<file path="src/rtl/calc_display.sv">
// Display stage for the calculator accumulator: sequential double-dabble binary-to-BCD
// conversion feeding a multiplexed, active-low, common-anode seven-segment display.
module calc_display #(
   parameter int BITS        = 32,
   parameter int DIGITS      = 8,
   parameter int REFRESH_CNT = 100000
) (
   input  logic              clk,
   input  logic              reset,
   input  logic [BITS-1:0]   accum,
   output logic [DIGITS-1:0] anode,
   output logic [7:0]        cathode,
   output logic              busy,
   output logic              ovf
);

   // ceil(BITS * log10(2)) in integer arithmetic
   localparam int NBCD  = (BITS * 30103 + 99999) / 100000;
   localparam int NSHOW = (DIGITS > NBCD) ? DIGITS : NBCD;
   localparam int SW    = NBCD * 4 + BITS;
   localparam int BW    = $clog2(BITS + 1);
   localparam int RW    = $clog2(REFRESH_CNT);
   localparam int DW    = (DIGITS > 1) ? $clog2(DIGITS) : 1;

   typedef enum logic [1:0] {IDLE, CONVERT, UPDATE} state_t;

   state_t             state;
   logic [BITS-1:0]    shadow;
   logic [SW-1:0]      sreg;
   logic [SW-1:0]      sreg_adj;
   logic [BW-1:0]      bitcnt;
   logic [NSHOW*4-1:0] disp;
   logic [NSHOW*4-1:0] bcd_ext;
   logic               ovf_next;

   logic [RW-1:0]      rcnt;
   logic [DW-1:0]      dig;
   logic [3:0]         nib;
   logic [DIGITS-1:0]  blank;
   logic               blank_sel;
   logic               zero_above;
   logic [6:0]         seg;
   logic               dp;

   // Add-3 correction on every BCD nibble before the shift
   always_comb begin
      sreg_adj = sreg;
      for (int i = 0; i < NBCD; i++) begin
         if (sreg[BITS + 4*i +: 4] >= 4'd5)
            sreg_adj[BITS + 4*i +: 4] = sreg[BITS + 4*i +: 4] + 4'd3;
      end
   end

   always_comb begin
      bcd_ext = '0;
      bcd_ext[NBCD*4-1:0] = sreg[SW-1:BITS];
      ovf_next = 1'b0;
      for (int i = DIGITS; i < NBCD; i++)
         ovf_next = ovf_next | (sreg[BITS + 4*i +: 4] != 4'd0);
   end

   always_ff @(posedge clk) begin
      if (reset) begin
         state  <= IDLE;
         shadow <= '0;
         sreg   <= '0;
         bitcnt <= '0;
         disp   <= '0;
         busy   <= 1'b0;
         ovf    <= 1'b0;
      end else begin
         case (state)
            IDLE: begin
               if (accum != shadow) begin
                  shadow <= accum;
                  sreg   <= {{(NBCD*4){1'b0}}, accum};
                  bitcnt <= '0;
                  busy   <= 1'b1;
                  state  <= CONVERT;
               end
            end
            CONVERT: begin
               sreg   <= sreg_adj << 1;
               bitcnt <= bitcnt + BW'(1);
               if (bitcnt == BW'(BITS - 1))
                  state <= UPDATE;
            end
            UPDATE: begin
               disp  <= bcd_ext;
               ovf   <= ovf_next;
               busy  <= 1'b0;
               state <= IDLE;
            end
            default: begin
               busy  <= 1'b0;
               state <= IDLE;
            end
         endcase
      end
   end

   // Digit scan runs freely, independent of the converter
   always_ff @(posedge clk) begin
      if (reset) begin
         rcnt <= '0;
         dig  <= '0;
      end else if (rcnt == RW'(REFRESH_CNT - 1)) begin
         rcnt <= '0;
         dig  <= (dig == DW'(DIGITS - 1)) ? '0 : dig + DW'(1);
      end else begin
         rcnt <= rcnt + RW'(1);
      end
   end

   // Digit k blanks when it and every digit above it (within the display) are zero
   always_comb begin
      zero_above = 1'b1;
      blank      = '0;
      for (int k = DIGITS - 1; k >= 0; k--) begin
         zero_above = zero_above & (disp[4*k +: 4] == 4'd0);
         blank[k]   = (k != 0) && zero_above;
      end
   end

   always_comb begin
      nib       = 4'd0;
      blank_sel = 1'b0;
      for (int k = 0; k < DIGITS; k++) begin
         if (dig == DW'(k)) begin
            nib       = disp[4*k +: 4];
            blank_sel = blank[k];
         end
      end
   end

   always_comb begin
      case (nib)
         4'd0:    seg = 7'h40;
         4'd1:    seg = 7'h79;
         4'd2:    seg = 7'h24;
         4'd3:    seg = 7'h30;
         4'd4:    seg = 7'h19;
         4'd5:    seg = 7'h12;
         4'd6:    seg = 7'h02;
         4'd7:    seg = 7'h78;
         4'd8:    seg = 7'h00;
         4'd9:    seg = 7'h10;
         default: seg = 7'h7F;
      endcase
      dp = (dig == DW'(DIGITS - 1)) ? ~ovf : 1'b1;
   end

   always_ff @(posedge clk) begin
      if (reset) begin
         anode   <= '1;
         cathode <= 8'hFF;
      end else begin
         anode   <= ~(DIGITS'(1) << dig);
         cathode <= {dp, blank_sel ? 7'h7F : seg};
      end
   end

endmodule
</file>
<file path="config.mk">
export PLATFORM = sky130hd
export DESIGN_NAME = calc_display
export DESIGN_NICKNAME = d
export VERILOG_FILES = /design/src/rtl/calc_display.sv
export SDC_FILE = /design/constraint.sdc
export NUM_CORES = 1
export LEC_CHECK = 0
export CORE_MARGIN = 3
export CORE_UTILIZATION = 55
export DETAILED_ROUTE_END_ITERATION = 10
export HOLD_SLACK_MARGIN = 0.08
export PLACE_DENSITY_LB_ADDON = 0.08
export SYNTH_ARGS = -nofsm -noshare
export SYNTH_HDL_FRONTEND = slang
export SYNTH_SLANG_ARGS = --single-unit
</file>
<file path="constraint.sdc">
create_clock -name clk -period 4.1 [get_ports clk]
set_clock_uncertainty 0.05 [all_clocks]
set_input_delay 0.82 -clock clk [delete_from_list [all_inputs] [get_ports clk]]
set_output_delay 0.82 -clock clk [all_outputs]
set_load 0.005 [all_outputs]
</file>
Word level (Yosys, flattened, before mapping)
Memory sizes are Yosys's and may differ from the RTL's. A register that Yosys moved wholly into a read port is not among the register bits.
Index checks and enable logic that the tools add are counted.
- multiplexer cells: 35
- reduce and logical (&&, ||, !) cells: 19
- bitwise gates (word level): 11
- add/sub/neg operators: 13
- equality and inequality tests: 14
- shift operators: 1
- magnitude comparators: 10
- operators with widths (kind ; number):
    $pmux W72 S2 ; 1
    $mux W72 ; 1
    $mux W4 ; 17
    $ge A4 B3 Y1 const B ; 10
    $add A4 B2 Y4 const B ; 9
    $ne A32 B32 Y1 ; 1
    $logic_not A4 Y1 ; 7
    $add A17 B1 Y17 const B ; 1
    $eq A17 B17 Y1 const B ; 1
    $eq A3 B3 Y1 const B ; 4
    $pmux W6 S2 ; 1
    $mux W1 ; 8
    $not A8 Y8 ; 1
    $reduce_and A2 Y1 ; 4
    $reduce_bool A4 Y1 ; 2
    $shl A1 B3 Y8 const A ; 1
    $add A6 B1 Y6 const B ; 1
    $and A1 B1 Y1 ; 6
    $eq A3 B2 Y1 const B ; 2
    $eq A6 B5 Y1 const B ; 1
    $mux W3 ; 2
    $mux W6 ; 1
    $reduce_or A2 Y1 ; 3
    $mux W2 ; 2
    other kinds (13) ; 16
- memory bits (read-only): 112
- logic and storage cells: 115
- output and inout port bits: 18
- register bits: 175
- memories kept: 1
- input bits: 34
- memory list (name ; words ; width ; rd ports ; clocked after memory_dff ; write ports ; RTL line ; text):
    (no name shown) ; 16 ; 7 ; 1 ; 1 ; 0 ; 137 ; case (nib)

Longest topological paths before layout
Gate-level depths: netlist of the first run.
- word-level depth: 15
- depth in mapped cells: 12
- mapped depth without buffers: 10

Least setup slack after synthesis of the first run
No wires, ideal clock.
- path kind: register to register
- from: reg dig[2]
- to: reg cathode[3]
- setup slack: 1194 ps
- clock period less this slack: 2906 ps
- library setup time: 154 ps
- arrival: 2702 ps
- buffers on the path: 2
- stages on the path, launching flop included: 13
- required time: 3896 ps
- cells stage by stage: dfxtp_1 -> buf_2 -> clkbuf_1 -> inv_1 -> ha_1 -> or2_1 -> a221oi_1 -> a221oi_1 -> o41ai_2 -> inv_1 -> ha_1 -> nor3b_1 -> o31ai_1
- cells in the longest elaborated chain, start to end: 9
- elaborated cells on any way between the ends: 24
- classes of those cells: 7 x eq/ne; 15 x mux; 2 x reduce/logical
- RTL lines (element ; RTL line ; text):
    start: declaration ; 37 ; logic [DW-1:0] dig;
    start signal: assignment ; 109 ; dig <= (dig == DW'(DIGITS - 1)) ? '0 : dig + DW'(1);
    $eq A3 B1 Y1 / $logic_not A3 Y1 (equally long branches) ; 129 ; if (dig == DW'(k)) begin
    $mux W1 / $mux W4 (equally long branches) (7 in series) ; 129 ;
    $reduce_or A2 Y1 (no line) / $mux W4 (equally long branches) ; -- ;
    end: declaration ; 12 ; output logic [7:0] cathode,
Several ways; a longest one is shown, not always the timed one.
A chain may end at the register's enable or synchronous reset.

Worst setup path in the final report of the first run
- from: reg dig[0]
- to: reg cathode[3]
The elaborated chain is that of the path after synthesis.

==> metrics, run 1 <==
Worst-Skew Late Latency 0.43 ns; Final Hold Slack 0.393 ns; sequential element share of the synthesized area 43.5%; Leakage between 3 and 4 nW; post-layout minimum cycle time 3.19 ns; Critical Path Start Type flip-flop; core area 0.0147 mm²; Slew headroom 28.4%; fin nets 1,112; post-synthesis cell area 0.00837 mm²; TritonCTS clock tree built; largest cells by area after synthesis dfxtp_1 (44%), nand2_1 (7.9%), a21oi_1 (7.5%); Gate Count Post-Synth 1,027; # clock sinks 182; Post-route DRC 0; placed cell count 1,208; worst-path cell chain inv_1 -> ha_1 -> a21oi_1 -> a221oi_1 -> a221oi_1 -> o41ai_2 -> inv_1 -> ha_1 -> nor3b_1 -> o31ai_1; via count 6,977; CP Max Fanout 20; syn_area_per_cell roughly 8.2 µm²; gpl congestion 0.856; flops & latches, synth about 180; largest net degree at the start of global routing 73; crit path max-delay cell type ha_1; arrival time at the worst endpoint 3.41 ns; Die W 129 µm; fmax roughly 0.31 GHz; Slew @ Worst Pin 1.07 ns; Required @ worst endpoint approximately 4.3 ns; FP Rows 44; global route total overflow 0; initial antenna violation count 0; Primary FF master, synth dfxtp_1; global-route wire length before repair 30.3 mm; number of global-route vias before repair 6,482; filler instances 1,283; status finished, final reports clean; RSZ-0062 raised after global routing no; IO buf count 51; die area 0.0167 mm²; FFs w/ async S/R, synth 0%; CTS Buffer Depth 2; fin cells 1,239; Avg WL per Cell 14.4 µm; Final Hold Vio Count 0; gr usage total 22.2%; CTS Buf Count 17; Starting DRT DRC Count 531; min-delay worst type reg -> reg; Resize count post-CTS 0; max_cap viols 0; final core utilization 64.8%; clock root cell clkbuf_16; Vias/cell 5.63; ant diodes 0; CP Class reg -> reg; Distinct cells, synth 50; area grow syn2layout 13.8%; worst setup margin 0.908 ns; die height roughly 130 µm; layout cells sized above 1 roughly 5%; Worst-path clk slew 0.06 ns; first-pass detailed-route iteration total 5; postcts setup bufs 0; pre-CTS WS roughly 0.65 ns; Final Max Tran Viols 0; post-synth top area share 43.5%; number of synthesized flops with an enable pin 0; Yosys warning count 0; initial cell density of the core 57.0%; hpwl dp ~12 mm; htree depth 4; area leader, netlist dfxtp_1; worst vdd ir 0.000290 V; Post-CTS Hold Buffers 0; Ports 52; pwr/cell area a little under 400 mW/mm²; Final setup violation count 0; Setup Total Neg Slack 0 ns; final wirelength ~18 mm; post-detailed-route count of antenna-violating nets 0; endpoint class of the critical path flip-flop; crit-path max cell delay 0.61 ns; period utilization 77.8%; synthesized net count 1,096
[logic make-up after synthesis]
| kind of cell | after synthesis | share of synthesized area (%) |
|---|---|---|
| AOI/OAI and AO/OA | 254 | 18.5 |
| xor gates and xnor gates | 66 | 6.90 |
| adders and majority gates | 35 | 5.23 |
| buffers and inverters | 100 | 4.90 |
| DFF | 182 | 43.5 |
| muxes | 1 | 0.120 |
| and+or+nand+nor | 389 | 20.9 |
[power breakdown]
group / total [mW] / leakage [nW] / internal [mW] / switching, mW
Clock: 1.56 / 0.276 / 0.903 / 0.656
Sequential: 1.85 / 1.48 / 1.82 / 0.0300
Combinational: 0.252 / 1.75 / 0.106 / 0.147
[layout make-up]
class	instances	area [µm²]	area share, %
multi-input cells	745	4340	45.6
flip-flops and latches	182	3640	38.2
repair buffers	64	631	6.62
clock buffers	21	450	4.73
well taps	184	230	2.42
inverters	33	124	1.30
clock inverters	10	106	1.12
[worst max-delay path, delay by kind of cell, from the launching register on]
| family | cells | cell delay (ns) |
|---|---|---|
| compound gates | 5 | 1.19 |
| fa+ha+maj | 2 | 0.94 |
| buf+inv | 2 | 0.26 |
| flops | 1 | 0.35 |
| simple gates | 1 | 0.22 |
[synth_stat cells, drive strengths merged (2+ instances only)]
| master | n |
|---|---|
| a211o | 2 |
| a211oi | 5 |
| a21boi | 2 |
| a21oi | 125 |
| a221o | 3 |
| a221oi | 17 |
| a22oi | 42 |
| a311oi | 2 |
| a31oi | 2 |
| and3 | 18 |
| and4 | 3 |
| buf | 25 |
| clkbuf | 42 |
| dfxtp | 182 |
| ha | 35 |
| inv | 33 |
| nand2 | 177 |
| nand2b | 16 |
| nand3 | 24 |
| nand3b | 4 |
| nand4 | 4 |
| nor2 | 83 |
| nor2b | 2 |
| nor3 | 25 |
| nor3b | 4 |
| nor4 | 19 |
| o21a | 2 |
| o21ai | 39 |
| o31ai | 5 |
| o32ai | 3 |
| or2 | 5 |
| xnor2 | 14 |
| xor2 | 52 |
[cells in the final DEF (no fill, tap or decap), types with 16 or more instances in the layout]
master	count
o21ai_0	28
nand2_1	177
nand3_1	24
clkdlybuf4s50_1	50
nand2b_1	16
nor4_1	19
nor2_1	82
a22oi_1	42
clkbuf_16	17
nor3_1	25
dfxtp_1	182
and3_1	18
a21oi_1	125
inv_1	33
ha_1	35
a221oi_1	17
xor2_1	52
[routing by layer]
layer  share of wire [%]  track usage (%)  wire (µm)
met1                  46             27.9       8250
met2                  48             37.0       8580
met3                 3.8             5.56        672
met4                 2.0             7.78        361
met5                   0                0          0
[final timing paths]
check / start / endpoint / slack, ns / cells after the start
worst max-delay path: dig[0] / cathode[3] / 0.91 / 10
worst min-delay path: ovf / cathode[7] / 0.39 / 1
worst max register to register: dig[0] / cathode[3] / 0.91 / 10
worst min register to register: ovf / cathode[7] / 0.39 / 1
[registers in the layout (all words and copies together) (netlist names)]
name     count
bitcnt       6
busy         1
dig          3
disp        32
ovf          1
sreg        72
rcnt        17
anode        8
shadow      32
state        2
cathode      8
[per-stage QoR]
step	total power [mW]	cell area, µm²
after floorplan	2.04	8370
after global placement	2.14	8970
after detailed placement	2.14	8970
after CTS	3.69	9530
after global routing	3.80	9530
final	3.66	9530
Power figures use the tool's default switching activity.
==> run 2: changes to the inputs <==
Settings changed: CORE_UTILIZATION 55 to 54.
Clock period 4.1 ns to 2.7 ns, I/O delays scaled along.
==> run 2 against run 1 <==
  * Fmax grew 22%
  * Critical endpoint unchanged
  * Utilization up 3.5 points
  * Sequential share of layout area fell by 2.3 points
  * Die area is 1.8% higher
  * Combinational power increased by 71%
  * First-iteration DRC count stayed put
  * Critical path depth is the same
  * Global-route usage is 0.21 points higher
  * Non-clock buffer count increased by 55
  * Count of clock-buffer cells in the layout increased by 1
==> metrics, run 2 (synthesis gave the netlist of run 1 again) <==
min-delay worst type reg -> reg (unchanged); FP Rows 44 (unchanged); max_cap viols 0 (unchanged); post-detailed-route count of antenna-violating nets 0 (unchanged); core area 0.0149 mm² (was 0.0147 mm²); area grow syn2layout 21.2% (was 13.8%); CP Class reg -> reg (unchanged); Post-route DRC 0 (unchanged); global route total overflow 0 (unchanged); final core utilization 68.3% (was 64.8%); Leakage 3.82 nW (was 3.51 nW); gpl congestion 0.835 (was 0.856); number of flip-flops in the largest register 72 (unchanged); initial antenna violation count 0 (unchanged); min-delay src ovf (unchanged); fin cells 1,295 (was 1,239); endpoint class of the critical path flip-flop (unchanged); CP Max Fanout 5 (was 20); Worst-path clk slew 0.07 ns (was 0.06 ns); Die W 131 µm (was 129 µm); FF-to-FF End cathode[3] (unchanged); Critical Path Start Type flip-flop (unchanged); Min-Delay Endpoint cathode[7] (unchanged); fin nets 1,167 (was 1,112); Slew headroom 61.8% (was 28.4%); IO buf count 51 (unchanged); final wirelength 18.9 mm (was 17.9 mm); Slew @ Worst Pin 0.573 ns (was 1.07 ns); gr usage total 22.4% (was 22.2%); clock root cell clkbuf_16 (unchanged); hpwl dp 12.6 mm (was 11.7 mm); global-route wire length before repair 31.1 mm (was 30.3 mm); Required @ worst endpoint 2.96 ns (was 4.32 ns); pwr/cell area 567 mW/mm² (was 384 mW/mm²); worst hold stages 1 (unchanged); filler instances 1,254 (was 1,283); fmax 0.383 GHz (was 0.313 GHz); Starting DRT DRC Count 531 (unchanged); Vias/cell 5.59 (was 5.63); layout cells sized above 1 11.4% (was 5.02%); Final Cell Area 0.0102 mm² (was 0.00953 mm²); first-pass detailed-route iteration total 5 (unchanged); # clock sinks 182 (unchanged); arrival time at the worst endpoint 2.87 ns (was 3.41 ns); CTS Buf Count 17 (unchanged); Final Hold Slack 0.397 ns (was 0.393 ns); reg2reg setup slack 0.09 ns (was 0.91 ns); Avg WL per Cell 14.6 µm (was 14.4 µm); largest net degree at the start of global routing 126 (was 73); status finished, final reports clean (unchanged); Reg2Reg Depth 10 (unchanged); most frequent cells in the layout dfxtp_1 (181), nand2_1 (177), a21oi_1 (124) (was dfxtp_1 (182), nand2_1 (177), a21oi_1 (125)); post-layout minimum cycle time 2.61 ns (was 3.19 ns); die height 131 µm (was 129 µm); placed cell count 1,263 (was 1,208); htree depth 4 (unchanged); FF-to-FF Start dig[0] (unchanged); Ports 52 (unchanged); CTS Buffer Depth 2 (unchanged); ant diodes 0 (unchanged); placed inst area 0.00947 mm² (was 0.00897 mm²); period utilization 96.6% (was 77.8%); Final setup violation count 0 (unchanged); RSZ-0062 raised after global routing yes (was no); number of global-route vias before repair 6,625 (was 6,482); via count 7,237 (was 6,977); commonest non-fill, non-tap cell in the layout dfxtp_1 (unchanged); TritonCTS clock tree built (unchanged); die area 0.0170 mm² (was 0.0167 mm²); worst vdd ir 0.000463 V (was 0.000290 V); biggest regs sreg (72), disp (32), shadow (32) (unchanged); Final Max Tran Viols 0 (unchanged); initial cell density of the core 56.3% (was 57.0%); Worst-Skew Late Latency 0.43 ns (about the same); Final Hold Vio Count 0 (unchanged); Reg with most FFs sreg (unchanged)
[run 2: per-layer routing]
layer | share of wire (%) | routed length [µm] | vias up | global-route usage, %
met4 | 2.4 | 444 | 0 | 7.38
met2 | 49 | 9190 | 150 | 38.1
met3 | 3.9 | 731 | 33 | 5.53
met1 | 45 | 8500 | 3361 | 27.8
li1 | - | - | 3693 | -
met5 | 0 | 0 | - | 0
[run 2: where the power goes]
part	leakage, nW	switching [mW]	internal [mW]
sequential	1.48	0.0486	2.76
combinational	2.05	0.231	0.199
clock	0.289	1.04	1.47
total	3.82	1.32	4.43
[run 2: worst max path at each step]
| stage | to | startpoint | depth (start not counted) | slack (ns) |
|---|---|---|---|---|
| after floorplan | cathode[3] | dig[2] | 12 | 0.005 |
| after global placement | sreg[24] | accum[9] | 8 | -0.06 |
| after detailed placement | sreg[20] | accum[28] | 8 | -0.16 |
| after CTS | cathode[3] | dig[0] | 10 | -0.01 |
| after global routing | cathode[5] | dig[0] | 10 | -0.02 |
| final | cathode[3] | dig[0] | 10 | 0.09 |
[run 2: cell type report]
cell class                 instances  area, µm²  share of cell area, %
sequential                       182       3640                   35.9
inverter                          33        124                   1.22
timing repair buffer             119       1130                   11.1
multi-input combinational        745       4420                   43.5
clock inverter                    10        119                   1.17
tap                              184        230                   2.27
clock buffer                      22        484                   4.77
[run 2: per-stage QoR]
step	setup slack (ns)	power [mW]	TNS, ns
finish	0.0918	5.75	0
global route	-0.0197	5.96	-0.0239
CTS	-0.0141	5.80	-0.0141
detailed placement	-0.160	3.30	-8.65
global placement	-0.0600	3.29	-1.83
floorplan	0.00544	3.09	0
[run 2: critical path: stages, from the launching register on]
cell,delay [ns]
dfxtp_2,0.35
ha_1,0.22
ha_2,0.20
or2_4,0.26
a221oi_2,0.21
a221oi_2,0.08
o41ai_2,0.44
inv_2,0.13
ha_4,0.29
nor3b_1,0.18
o31ai_1,0.08
[run 2: timing repair]
item	4_1_cts	5_1_grt
hold buffers	0	0
setup buffers	0	0
gates resized for setup	1	16
pin swaps	0	3
setup endpoints to repair	5	7
==> run 3: changes to the inputs <==
Settings changed: CORE_UTILIZATION 54 to 55, DONT_BUFFER_PORTS set to 1.
==> run 3 against run 2 <==
  * Utilization fell by 5.7 points
  * Worst setup slack better by 0.12 ns
  * Fmax grew 4.6%
  * Die area fell by 1.7%
  * First-iteration DRC count decreased by 6.0%
  * Combinational power fell by 37%
  * Highest routed layer unchanged
  * Non-clock buffer count is 94 lower
  * Routed wire length decreased by 5.0%
  * Clock power decreased by 6%
==> metrics, run 3 (synthesis gave the netlist of run 1 again) <==
arrival time at the worst endpoint 2.78 ns (was 2.87 ns); status finished, final reports clean (unchanged); endpoint class of the critical path flip-flop (unchanged); global route total overflow 0 (unchanged); most frequent cells in the layout dfxtp_1 (182), nand2_1 (177), a21oi_1 (124) (was dfxtp_1 (181), nand2_1 (177), a21oi_1 (124)); most frequent cell on the critical path ha_1 (was a221oi_2); Critical Path Start Type flip-flop (unchanged); Post-route DRC 0 (unchanged); die area 0.0167 mm² (was 0.0170 mm²); final core utilization 62.6% (was 68.3%); post-layout minimum cycle time 2.49 ns (was 2.61 ns); TritonCTS clock tree built (unchanged); Reg with most FFs sreg (unchanged); period utilization 92.3% (was 96.6%); gpl congestion 0.875 (was 0.835); Final setup violation count 0 (unchanged); Final Max Tran Viols 0 (unchanged); initial cell density of the core 57.0% (was 56.3%); placed inst area 0.00860 mm² (was 0.00947 mm²); final wirelength 17.9 mm (was 18.9 mm); placed cell count 1,169 (was 1,263); die height 129 µm (was 131 µm); Final Hold Vio Count 0 (unchanged); commonest non-fill, non-tap cell in the layout dfxtp_1 (unchanged); Post-CTS Hold Buffers 0 (unchanged); fin nets 1,073 (was 1,167); Slew @ Worst Pin 0.570 ns (was 0.573 ns); CP Class reg -> reg (unchanged); biggest regs sreg (72), disp (32), shadow (32) (unchanged); worst setup margin 0.207 ns (was 0.0918 ns); CTS Buf Count 17 (unchanged); global-route wire length before repair 30.2 mm (was 31.1 mm); CP Max Fanout 5 (unchanged); via count 6,840 (was 7,237); pre-CTS WS 0.0368 ns (was -0.160 ns); Leakage 3.38 nW (was 3.82 nW); initial antenna violation count 0 (unchanged); gr usage total 22.2% (was 22.4%); clock root cell clkbuf_16 (unchanged); Vias/cell 5.70 (was 5.59); post-detailed-route count of antenna-violating nets 0 (unchanged); Worst-Skew Late Latency 0.42 ns (was 0.43 ns); # clock sinks 182 (unchanged); area grow syn2layout 9.95% (was 21.2%); Final Cell Area 0.00921 mm² (was 0.0102 mm²); Starting DRT DRC Count 499 (was 531); FP Rows 44 (unchanged); Ports 52 (unchanged); CTS Buffer Depth 2 (unchanged); largest net degree at the start of global routing 160 (was 126); htree depth 4 (unchanged); worst-path cell chain ha_1 -> ha_1 -> or2_1 -> a221oi_2 -> a221oi_2 -> o41ai_2 -> inv_1 -> ha_1 -> nor3b_1 -> o31ai_1 (was ha_1 -> ha_2 -> or2_4 -> a221oi_2 -> a221oi_2 -> o41ai_2 -> inv_2 -> ha_4 -> nor3b_1 -> o31ai_1); number of flip-flops in the largest register 72 (unchanged); Required @ worst endpoint 2.99 ns (was 2.96 ns); RSZ-0062 raised after global routing no (was yes); crit path max-delay cell type dfxtp_1 (was o41ai_2); core area 0.0147 mm² (was 0.0149 mm²); fin cells 1,200 (was 1,295); Worst-path clk slew 0.06 ns (was 0.07 ns); fmax 0.401 GHz (was 0.383 GHz); worst vdd ir 0.000578 V (was 0.000463 V); Slew headroom 62.0% (was 61.8%); Final Hold Slack 0.168 ns (was 0.397 ns); hpwl dp 11.7 mm (was 12.6 mm); ant diodes 0 (unchanged); max_cap viols 0 (unchanged); Avg WL per Cell 14.9 µm (was 14.6 µm); Setup Total Neg Slack 0 ns (unchanged); number of global-route vias before repair 6,209 (was 6,625); layout cells sized above 1 6.99% (was 11.4%); Final Power 5.46 mW (was 5.75 mW); first-pass detailed-route iteration total 5 (unchanged); pwr/cell area 593 mW/mm² (was 567 mW/mm²); Die W 129 µm (was 131 µm); IO buf count 0 (was 51); crit-path max cell delay 0.35 ns (was 0.44 ns); min-delay worst type in -> reg (was reg -> reg)
[run 3: changes by cell type in the layout (fill, tap and decap cells not counted), sizes merged]
cell | previous run | this run
clkdlybuf4s50 | 50 | 0
buf | 69 | 25
inv | 35 | 33
clkbuf | 22 | 23
[run 3: repair_timing]
item | 4_1_cts | 5_1_grt
setup endpoints to repair | 0 | 7
setup buffers | 0 | 0
resized for setup | 0 | 9
[run 3: metal layers]
| layer | routed length, µm | track usage [%] | vias up | part of all wire, % |
|---|---|---|---|---|
| li1 | - | - | 3495 | - |
| met1 | 8330 | 29.4 | 3198 | 46 |
| met2 | 8540 | 35.7 | 130 | 48 |
| met3 | 821 | 5.81 | 17 | 4.6 |
| met4 | 234 | 6.55 | 0 | 1.3 |
| met5 | 0 | 0 | - | 0 |
[run 3: area by class of cell]
cell class	instances	area (µm²)
Fill cell	1311	5490
Inverter	33	124
Sequential cell	182	3640
Timing Repair Buffer	25	263
Tap cell	184	230
Clock inverter	8	101
Multi-Input combinational cell	745	4390
Clock buffer	23	458
[run 3: worst max-delay path, delay by kind of cell, from the launching register on]
kind                       cells  cell delay (ns)
adders and majority gates      3             0.73
and+or+nand+nor                2             0.42
DFF                            1             0.35
AOI/OAI and AO/OA              4             0.73
buffers and inverters          1             0.14
[run 3: final timing paths]
check	start	to	slack, ns	cells past startpoint
worst max-delay path	dig[0]	cathode[3]	0.21	10
worst min-delay path	reset	ovf	0.17	1
worst max register to register	dig[0]	cathode[3]	0.21	10
worst min register to register	sreg[13]	sreg[13]	0.40	2
[run 3: report_power, final]
group,switching [mW],internal [mW],total [mW]
Combinational,0.154,0.119,0.273
Clock,0.992,1.38,2.37
Sequential,0.0516,2.76,2.82
